### config.mk
export PLATFORM = sky130hd
export DESIGN_NAME = seq_divider
export DESIGN_NICKNAME = d
export VERILOG_FILES = /design/src/rtl/div_pkg.sv /design/src/rtl/div_step.sv /design/src/rtl/seq_divider.sv
export SDC_FILE = /design/constraint.sdc
export NUM_CORES = 1
export LEC_CHECK = 0
export CORE_MARGIN = 2
export CORE_UTILIZATION = 42
export CTS_CLUSTER_SIZE = 25
export DETAILED_ROUTE_END_ITERATION = 6
export SLEW_MARGIN = 5
export SYNTH_ARGS = -nofsm -noshare
export SYNTH_HDL_FRONTEND = slang
export SYNTH_SLANG_ARGS = --single-unit
### constraint.sdc
create_clock -name clk -period 5.9 [get_ports clk]
set_input_delay 0.885 -clock clk [delete_from_list [all_inputs] [get_ports clk]]
set_output_delay 0.885 -clock clk [all_outputs]
set_load 0.05 [all_outputs]
### src/rtl/div_pkg.sv
// Shared types and constants for the iterative restoring divider.
package div_pkg;

    typedef enum logic [1:0] {
        IDLE = 2'd0,
        CALC = 2'd1,
        FIX  = 2'd2,
        DONE = 2'd3
    } div_state_e;

    // Divide-by-zero quotient is this bit replicated across the result width.
    localparam logic DZ_Q_BIT  = 1'b1;
    localparam logic DZ_FLAG   = 1'b1;

    function automatic int unsigned div_cnt_width(input int unsigned n);
        return $clog2(n + 1);
    endfunction

endpackage

### src/rtl/div_step.sv
// One combinational restoring-division step: shift {p,a} left, trial-subtract b.
module div_step #(
    parameter int unsigned WIDTH = 32
) (
    input  logic [WIDTH-1:0] p_i,
    input  logic [WIDTH-1:0] a_i,
    input  logic [WIDTH-1:0] b_i,
    output logic [WIDTH-1:0] p_o,
    output logic [WIDTH-1:0] a_o
);

    logic [WIDTH:0] shifted;
    logic [WIDTH:0] trial;

    // p < b always holds, so the restored or trial remainder fits in WIDTH bits.
    assign shifted = {p_i, a_i[WIDTH-1]};
    assign trial   = shifted - {1'b0, b_i};
    assign p_o     = trial[WIDTH] ? shifted[WIDTH-1:0] : trial[WIDTH-1:0];
    assign a_o     = {a_i[WIDTH-2:0], ~trial[WIDTH]};

endmodule

### src/rtl/seq_divider.sv
// Multi-cycle restoring divider with valid/ready operand and result handshakes,
// optional two's-complement mode and a divide-by-zero flag.
module seq_divider
    import div_pkg::*;
#(
    parameter int unsigned WIDTH     = 32,
    parameter int unsigned UNROLL    = 1,
    parameter bit          SIGNED_EN = 1'b1
) (
    input  logic             clk,
    input  logic             rst,
    input  logic             in_valid,
    output logic             in_ready,
    input  logic [WIDTH-1:0] in_a,
    input  logic [WIDTH-1:0] in_b,
    input  logic             in_signed,
    output logic             out_valid,
    input  logic             out_ready,
    output logic [WIDTH-1:0] out_q,
    output logic [WIDTH-1:0] out_r,
    output logic             out_dz
);

    localparam int unsigned N     = WIDTH / UNROLL;
    localparam int unsigned CNT_W = div_cnt_width(N);

    div_state_e       state_q, state_d;
    logic [CNT_W-1:0] cnt_q, cnt_d;
    logic [WIDTH-1:0] p_q, p_d;
    logic [WIDTH-1:0] a_q, a_d;
    logic [WIDTH-1:0] b_q, b_d;
    logic             q_neg_q, q_neg_d;
    logic             r_neg_q, r_neg_d;
    logic             dz_q, dz_d;
    logic             in_ready_q, in_ready_d;
    logic             out_valid_q, out_valid_d;
    logic [WIDTH-1:0] out_q_q, out_q_d;
    logic [WIDTH-1:0] out_r_q, out_r_d;
    logic             out_dz_q, out_dz_d;

    logic             accept;
    logic             signed_mode;
    logic             a_neg;
    logic             b_neg;
    logic             b_zero;
    logic [WIDTH-1:0] p_step;
    logic [WIDTH-1:0] a_step;

    assign accept      = in_valid && in_ready_q;
    assign signed_mode = SIGNED_EN && in_signed;
    assign a_neg       = signed_mode && in_a[WIDTH-1];
    assign b_neg       = signed_mode && in_b[WIDTH-1];
    assign b_zero      = (in_b == '0);

    // UNROLL restoring steps chained per clock.
    for (genvar i = 0; i < UNROLL; i++) begin : g_stage
        logic [WIDTH-1:0] p_in, a_in, p_out, a_out;
        if (i == 0) begin : g_first
            assign p_in = p_q;
            assign a_in = a_q;
        end else begin : g_next
            assign p_in = g_stage[i-1].p_out;
            assign a_in = g_stage[i-1].a_out;
        end
        div_step #(.WIDTH(WIDTH)) u_step (
            .p_i (p_in),
            .a_i (a_in),
            .b_i (b_q),
            .p_o (p_out),
            .a_o (a_out)
        );
    end

    assign p_step = g_stage[UNROLL-1].p_out;
    assign a_step = g_stage[UNROLL-1].a_out;

    always_ff @(posedge clk) begin
        if (rst) begin
            state_q     <= IDLE;
            cnt_q       <= '0;
            p_q         <= '0;
            a_q         <= '0;
            b_q         <= '0;
            q_neg_q     <= 1'b0;
            r_neg_q     <= 1'b0;
            dz_q        <= 1'b0;
            in_ready_q  <= 1'b1;
            out_valid_q <= 1'b0;
            out_q_q     <= '0;
            out_r_q     <= '0;
            out_dz_q    <= 1'b0;
        end else begin
            state_q     <= state_d;
            cnt_q       <= cnt_d;
            p_q         <= p_d;
            a_q         <= a_d;
            b_q         <= b_d;
            q_neg_q     <= q_neg_d;
            r_neg_q     <= r_neg_d;
            dz_q        <= dz_d;
            in_ready_q  <= in_ready_d;
            out_valid_q <= out_valid_d;
            out_q_q     <= out_q_d;
            out_r_q     <= out_r_d;
            out_dz_q    <= out_dz_d;
        end
    end

    // FIX lasts until the counter is non-zero, which gives divide-by-zero a fixed two-cycle latency.
    always_comb begin
        state_d = state_q;
        unique case (state_q)
            IDLE: if (accept) state_d = b_zero ? FIX : CALC;
            CALC: if (cnt_q == CNT_W'(N - 1)) state_d = FIX;
            FIX:  if (cnt_q != '0) state_d = DONE;
            DONE: if (out_valid_q && out_ready) state_d = IDLE;
            default: state_d = IDLE;
        endcase
    end

    always_comb begin
        cnt_d       = cnt_q;
        p_d         = p_q;
        a_d         = a_q;
        b_d         = b_q;
        q_neg_d     = q_neg_q;
        r_neg_d     = r_neg_q;
        dz_d        = dz_q;
        out_q_d     = out_q_q;
        out_r_d     = out_r_q;
        out_dz_d    = out_dz_q;
        in_ready_d  = (state_d == IDLE);
        out_valid_d = (state_d == DONE);
        unique case (state_q)
            IDLE: begin
                if (accept) begin
                    // Divide-by-zero keeps the raw dividend so it can be returned as the remainder.
                    a_d     = (a_neg && !b_zero) ? -in_a : in_a;
                    b_d     = b_neg ? -in_b : in_b;
                    p_d     = '0;
                    cnt_d   = '0;
                    q_neg_d = a_neg ^ b_neg;
                    r_neg_d = a_neg;
                    dz_d    = b_zero;
                end
            end
            CALC: begin
                p_d   = p_step;
                a_d   = a_step;
                cnt_d = cnt_q + CNT_W'(1);
            end
            FIX: begin
                if (cnt_q == '0) begin
                    cnt_d = CNT_W'(1);
                end else if (dz_q) begin
                    out_q_d  = {WIDTH{DZ_Q_BIT}};
                    out_r_d  = a_q;
                    out_dz_d = DZ_FLAG;
                end else begin
                    out_q_d  = q_neg_q ? -a_q : a_q;
                    out_r_d  = r_neg_q ? -p_q : p_q;
                    out_dz_d = 1'b0;
                end
            end
            DONE: ;
            default: ;
        endcase
    end

    assign in_ready  = in_ready_q;
    assign out_valid = out_valid_q;
    assign out_q     = out_q_q;
    assign out_r     = out_r_q;
    assign out_dz    = out_dz_q;

endmodule

==> results of run 1 <==
cell families after synthesis:
family | Yosys count | synth area share (%)
AOI/OAI and AO/OA | 418 | 24.4
xor gates and xnor gates | 137 | 10.5
muxes | 10 | 0.875
adders and majority gates | 43 | 4.71
and+or+nand+nor | 579 | 23.9
DFF | 174 | 30.1
buffers and inverters | 163 | 5.57
registers in the layout, summed over array words and instances (netlist names):
register / count
dz_q: 1
a_q: 32
b_q: 32
state_q: 2
g_stage.p_in: 32
in_ready: 1
q_neg_q: 1
cnt_q: 6
r_neg_q: 1
out_q: 32
out_r: 32
out_dz: 1
out_valid: 1
worst max-delay path: stages, from the launching register on:
cell	delay [ns]
dfxtp_1	0.38
inv_1	0.08
ha_1	0.23
fa_1	0.39
nand2b_1	0.20
a21o_1	0.22
a2111oi_2	0.43
o2111ai_1	0.30
a31oi_4	0.40
xor2_2	0.71
buf_4	0.31
nand4_1	0.10
o311ai_0	0.14
synth_stat cells, drive strengths merged (6+ instances only):
cell type / number / area (sq um)
a211oi: 33 / 248
a21o: 20 / 150
a21oi: 87 / 435
a221oi: 25 / 225
a311oi: 7 / 61.3
a31oi: 15 / 109
a32oi: 10 / 87.6
and2: 9 / 56.3
and3: 22 / 143
buf: 20 / 109
clkbuf: 84 / 315
dfxtp: 174 / 3480
ha: 42 / 526
inv: 59 / 221
mux2i: 9 / 90.1
nand2: 212 / 796
nand2b: 10 / 62.6
nand3: 73 / 365
nand4: 13 / 87.6
nor2: 113 / 424
nor3: 56 / 290
nor4: 12 / 103
o211ai: 8 / 65.1
o21ai: 110 / 551
o22ai: 14 / 87.6
o311ai: 6 / 52.6
o31ai: 34 / 255
o41ai: 19 / 230
or3: 21 / 141
or4: 15 / 128
xnor2: 58 / 516
xor2: 79 / 699
area by class of cell:
type	count	area, sq um
Clock buffer	18	429
Clock inverter	13	166
Fill cell	2701	13400
Inverter	59	221
Multi-Input combinational cell	1187	7480
Sequential cell	174	3480
Tap cell	341	427
Timing Repair Buffer	147	1440
power by group:
part	total (mW)	switching, mW	internal (mW)
logic	0.643	0.385	0.258
registers	1.30	0.0793	1.23
clock network	1.17	0.501	0.667
total	3.12	0.966	2.15
through the flow:
stage / cells / hold slack (ns) / total power, mW
after global routing: 1939 / 0.478 / 3.25
final: 1939 / 0.450 / 3.12
after CTS: 1939 / 0.456 / 3.13
after floorplan: 1524 / 0.432 / 1.76
after global placement: 1908 / 0.444 / 1.96
after detailed placement: 1908 / 0.447 / 1.97
how the worst max path moves through the flow:
stage | from | endpoint | slack (ns) | cells past startpoint
floorplan | in_b[3] | a_q[29] | 2.74 | 9
global placement | in_b[3] | a_q[29] | 1.88 | 9
detailed placement | in_b[3] | a_q[13] | 1.82 | 9
CTS | a_q[31] | g_stage[0].p_in[2] | 1.86 | 12
global route | a_q[31] | g_stage[0].p_in[2] | 1.61 | 12
finish | a_q[31] | g_stage[0].p_in[2] | 1.90 | 12
layer usage:
layer,part of all wire [%],vias up
li1,-,5634
met1,48,5197
met2,46,338
met3,4.5,36
met4,1.8,0
met5,0,-
==> impl_metrics.yaml, run 1 <==
run_status:
  status: "finished clean"
clock_tree:
  post_cts_resize_count: 0
  clock_sinks: 174
  cts_htree_levels: 4
  clk_latency_ns: 0.44
  cts_hold_buf: 0
  cts-root-buf: "clkbuf_16"
  numCtsBuffers: 17
  cts_tree: "yes"
  post_cts_buffers: 0
  cts_buffer_depth: 2
  clkTransAtPathRegs_ns: 0.07
min_path:
  hold-path-cell-count: 2
  min_path_type: "reg -> reg"
  hold_end: "b_q[21]"
  min_from: "b_q[21]"
global_route:
  top_usage_layer: "met2"
  antenna_found_initial: 0
  grt_pass1_vias: 10217
  overflow: 0
  grtUsageMet3_pct: 3.23
  use_met1_pct: 33.1
  grt_pass1_wl_microns: 55400
  grt_usage_pct: 23.9
  grt_start_max_net_pins: 82
  met2_usage_pct: 39.1
yosys:
  synth_edf_count: 0
  synthesis.nets: 1636
  synth-seq-cells: 174
  yosysWarnings: 0
  syn_area_per_cell_sq_um: 7.60
  syn_area_sq_mm: 0.0116
  ys.flop_type: "dfxtp_1"
  syn_inst: 1524
  yosysSeqAreaShare_pct: 30.1
  ys_types: 77
  async_flop_share_pct: 0
job:
  max-cap-violations: 0
layout:
  syn2layout_area_growth_pct: 17.8
  mostFrequentLayoutCells: "212 x nand2_1, 173 x dfxtp_1, 134 x clkdlybuf4s50_1"
  final_common_cell: "nand2_1"
  fin_nets: 1698
  fin_area_sq_mm: 0.0136
  diodes: 0
  fin_util_pct: 50.5
  drive_gt1_share_pct: 5.01
place:
  hpwl_microns: 25800
  gp_congestion: 0.874
  dpl_cell_area_sq_mm: 0.0131
  dpl_worst_slack_ns: 1.82
  port_buffers: 135
timing:
  tns_ns: 0
  clock-skew-final_ns: 0.0116
  rsz0062_at_grt: "no"
  fin_crit_sh_pct: 67.8
  min_period_ns: 4.00
  slew_violations: 0
  hold_viol: 0
  fin_ws_ns: 1.90
  slew_headroom_pct: 29.8
  worst_slew_pin_slew_ns: 1.05
  setup_viol: 0
  max_freq_ghz: 0.250
setup_path:
  arrival_ns: 4.32
  cp.required_ns: 6.22
  r2r-start: "a_q[31]"
  path_max_fanout: 16
  endpoint_kind: "register"
  start_kind: "register"
  rrSetupSlack_ns: 1.90
  r2r-end: "g_stage[0].p_in[2]"
  path_class: "reg -> reg"
  reg2reg_depth: 12
power_and_ir_drop:
  powerDensity_mw_per_mm2: 228
  ir_drop_uv: 198
  p_leak_nw: 5.03
floorplanning:
  pin_count: 136
  core-area_sq_mm: 0.0270
  start_util_pct: 42.9
  die_w_microns: 170
  dieArea_sq_mm: 0.0289
  fp-row-count: 60
  die_height_microns: 170
drt:
  drt_wl_total_microns: 34800
  viasPerCell: 5.78
  ant_nets: 0
  routed-via-count: 11205
  dr.pass1.iters: 7
  wl_per_cell_microns: 17.9
  drcViolationCount: 0
  drtIter0Drc: 957
(Power assumes the default switching activity.)
==> inputs of run 2 (changes only) <==
Clock period 5.9 ns to 3.87 ns, I/O delays scaled along.
==> run 2 against run 1 <==
Net effect: clock power rose by 51%; setup slack worse by 1.4 ns; die area unchanged; core utilization increased by 0.76 points; total power up 52%; critical endpoint is now g_stage[0].p_in[19]; largest power group unchanged.
==> impl_metrics.yaml, run 2 (same netlist as run 1, synthesis figures left out) <==
clock_tree:
  cts_hold_buf: 0
  post_cts_resize_count: 0
  clkTransAtPathRegs_ns: 0.07
  cts_htree_levels: 4
  cts_tree: "yes"
  numCtsBuffers: 17
  clock_sinks: 174
  post_cts_buffers: 0
  clk_latency_ns: 0.44
  cts_buffer_depth: 2
  cts-root-buf: "clkbuf_16"
place:
  gp_congestion: 0.864
  dpl_worst_slack_ns: 0.254
  hpwl_microns: 26300
  port_buffers: 135
  dpl_cell_area_sq_mm: 0.0133
  placed_cells: 1935
drt:
  viasPerCell: 5.79
  dr.pass1.iters: 6
  wl_per_cell_microns: 17.7
  ant_nets: 0
  drt_wl_total_microns: 34900
  drtIter0Drc: 1060
  routed-via-count: 11380
  drcViolationCount: 0
timing:
  rsz0062_at_grt: "no"
  min_period_ns: 3.40
  clock-skew-final_ns: 0.0138
  setup_viol: 0
  tns_ns: 0
  fin_ws_ns: 0.470
  slew_headroom_pct: 30.3
  hold_viol: 0
  max_freq_ghz: 0.294
  whs_ns: 0.455
  worst_slew_pin_slew_ns: 1.04
  slew_violations: 0
  fin_crit_sh_pct: 87.8
floorplanning:
  die_height_microns: 170
  core-area_sq_mm: 0.0270
  dieArea_sq_mm: 0.0289
  pin_count: 136
  die_w_microns: 170
  start_util_pct: 42.9
  fp-row-count: 60
layout:
  drive_gt1_share_pct: 6.70
  diodes: 0
  mostFrequentLayoutCells: "212 x nand2_1, 173 x dfxtp_1, 134 x clkdlybuf4s50_1"
  multiInputGateArea_sq_mm: 0.00747
  fin_nets: 1725
  fillers: 2666
  fin_area_sq_mm: 0.0139
  final_common_cell: "nand2_1"
  layout.cells.non_filler: 1967
  syn2layout_area_growth_pct: 19.6
  seq_area_sq_mm: 0.00348
power_and_ir_drop:
  p_seq_share_pct: 41.9
  switching_share_pct: 32.5
  p_clk_share_pct: 37.2
  p_int_mw: 3.21
  powerDensity_mw_per_mm2: 343
  power.share.combinational_pct: 20.9
  p_leak_nw: 5.18
  ir_drop_uv: 317
  p_switching_mw: 1.54
setup_path:
  path_class: "reg -> reg"
  endpoint_kind: "register"
  path_max_fanout: 20
  arrival_ns: 3.70
  cp.required_ns: 4.17
  start_kind: "register"
global_route:
  use_met1_pct: 32.7
  grt_pass1_wl_microns: 55500
  top_usage_layer: "met2"
  overflow: 0
  grt_start_max_net_pins: 91
  antenna_found_initial: 0
  met2_usage_pct: 39.9
  grtUsageMet3_pct: 2.26
  grt_usage_pct: 23.9
  grt_pass1_vias: 10333
run_status:
  status: "finished clean"
min_path:
  min_path_type: "reg -> reg"
job:
  max-cap-violations: 0
## run 2: final timing paths
| kind | from | slack (ns) | to | depth (start not counted) |
|---|---|---|---|---|
| worst max-delay path | a_q[31] | 0.47 | g_stage[0].p_in[19] | 12 |
| worst min-delay path | b_q[21] | 0.45 | b_q[21] | 2 |
| worst max register to register | a_q[31] | 0.47 | g_stage[0].p_in[19] | 12 |
| worst min register to register | b_q[21] | 0.45 | b_q[21] | 2 |
## run 2: power by group through the flow
stage                     combinational (mW)  sequential (mW)  clock [mW]
after floorplan                        0.720             1.97           0
after global placement                 0.974             2.03           0
after detailed placement               0.980             2.03           0
after CTS                              0.984             1.99        1.78
after global routing                    1.10             2.00        1.86
final                                  0.992             1.99        1.77
## run 2: final cells by class
type,count,area share [%]
multi-input cells,1187,53.9
well taps,341,3.08
clock inverters,14,1.05
clock buffers,18,3.17
flip-flops and latches,174,25.2
repair buffers,174,12.0
inverters,59,1.60
## run 2: worst max-delay path: stages (launching register included)
cell and delay (ns):
dfxtp_1 0.33, inv_1 0.07, ha_1 0.23, fa_1 0.38, nand2b_1 0.19, a21o_1 0.20, a2111oi_2 0.39, o2111ai_1 0.33
a31oi_4 0.39, xnor2_2 0.22, buf_12 0.22, a32oi_1 0.20, o21ai_0 0.10
## run 2: stage by stage
step / util (%) / power, mW
6_report: 51.3 / 4.75
3_3_place_gp: 49.1 / 3.00
5_1_grt: 51.3 / 4.95
3_5_place_dp: 49.1 / 3.01
4_1_cts: 51.3 / 4.76
2_1_floorplan: - / 2.69
## run 2: per-layer routing
metal / routed length [microns] / part of all wire, %
met5: 0 / 0
met4: 704 / 2.0
met3: 1610 / 4.6
met2: 16100 / 46
met1: 16400 / 47
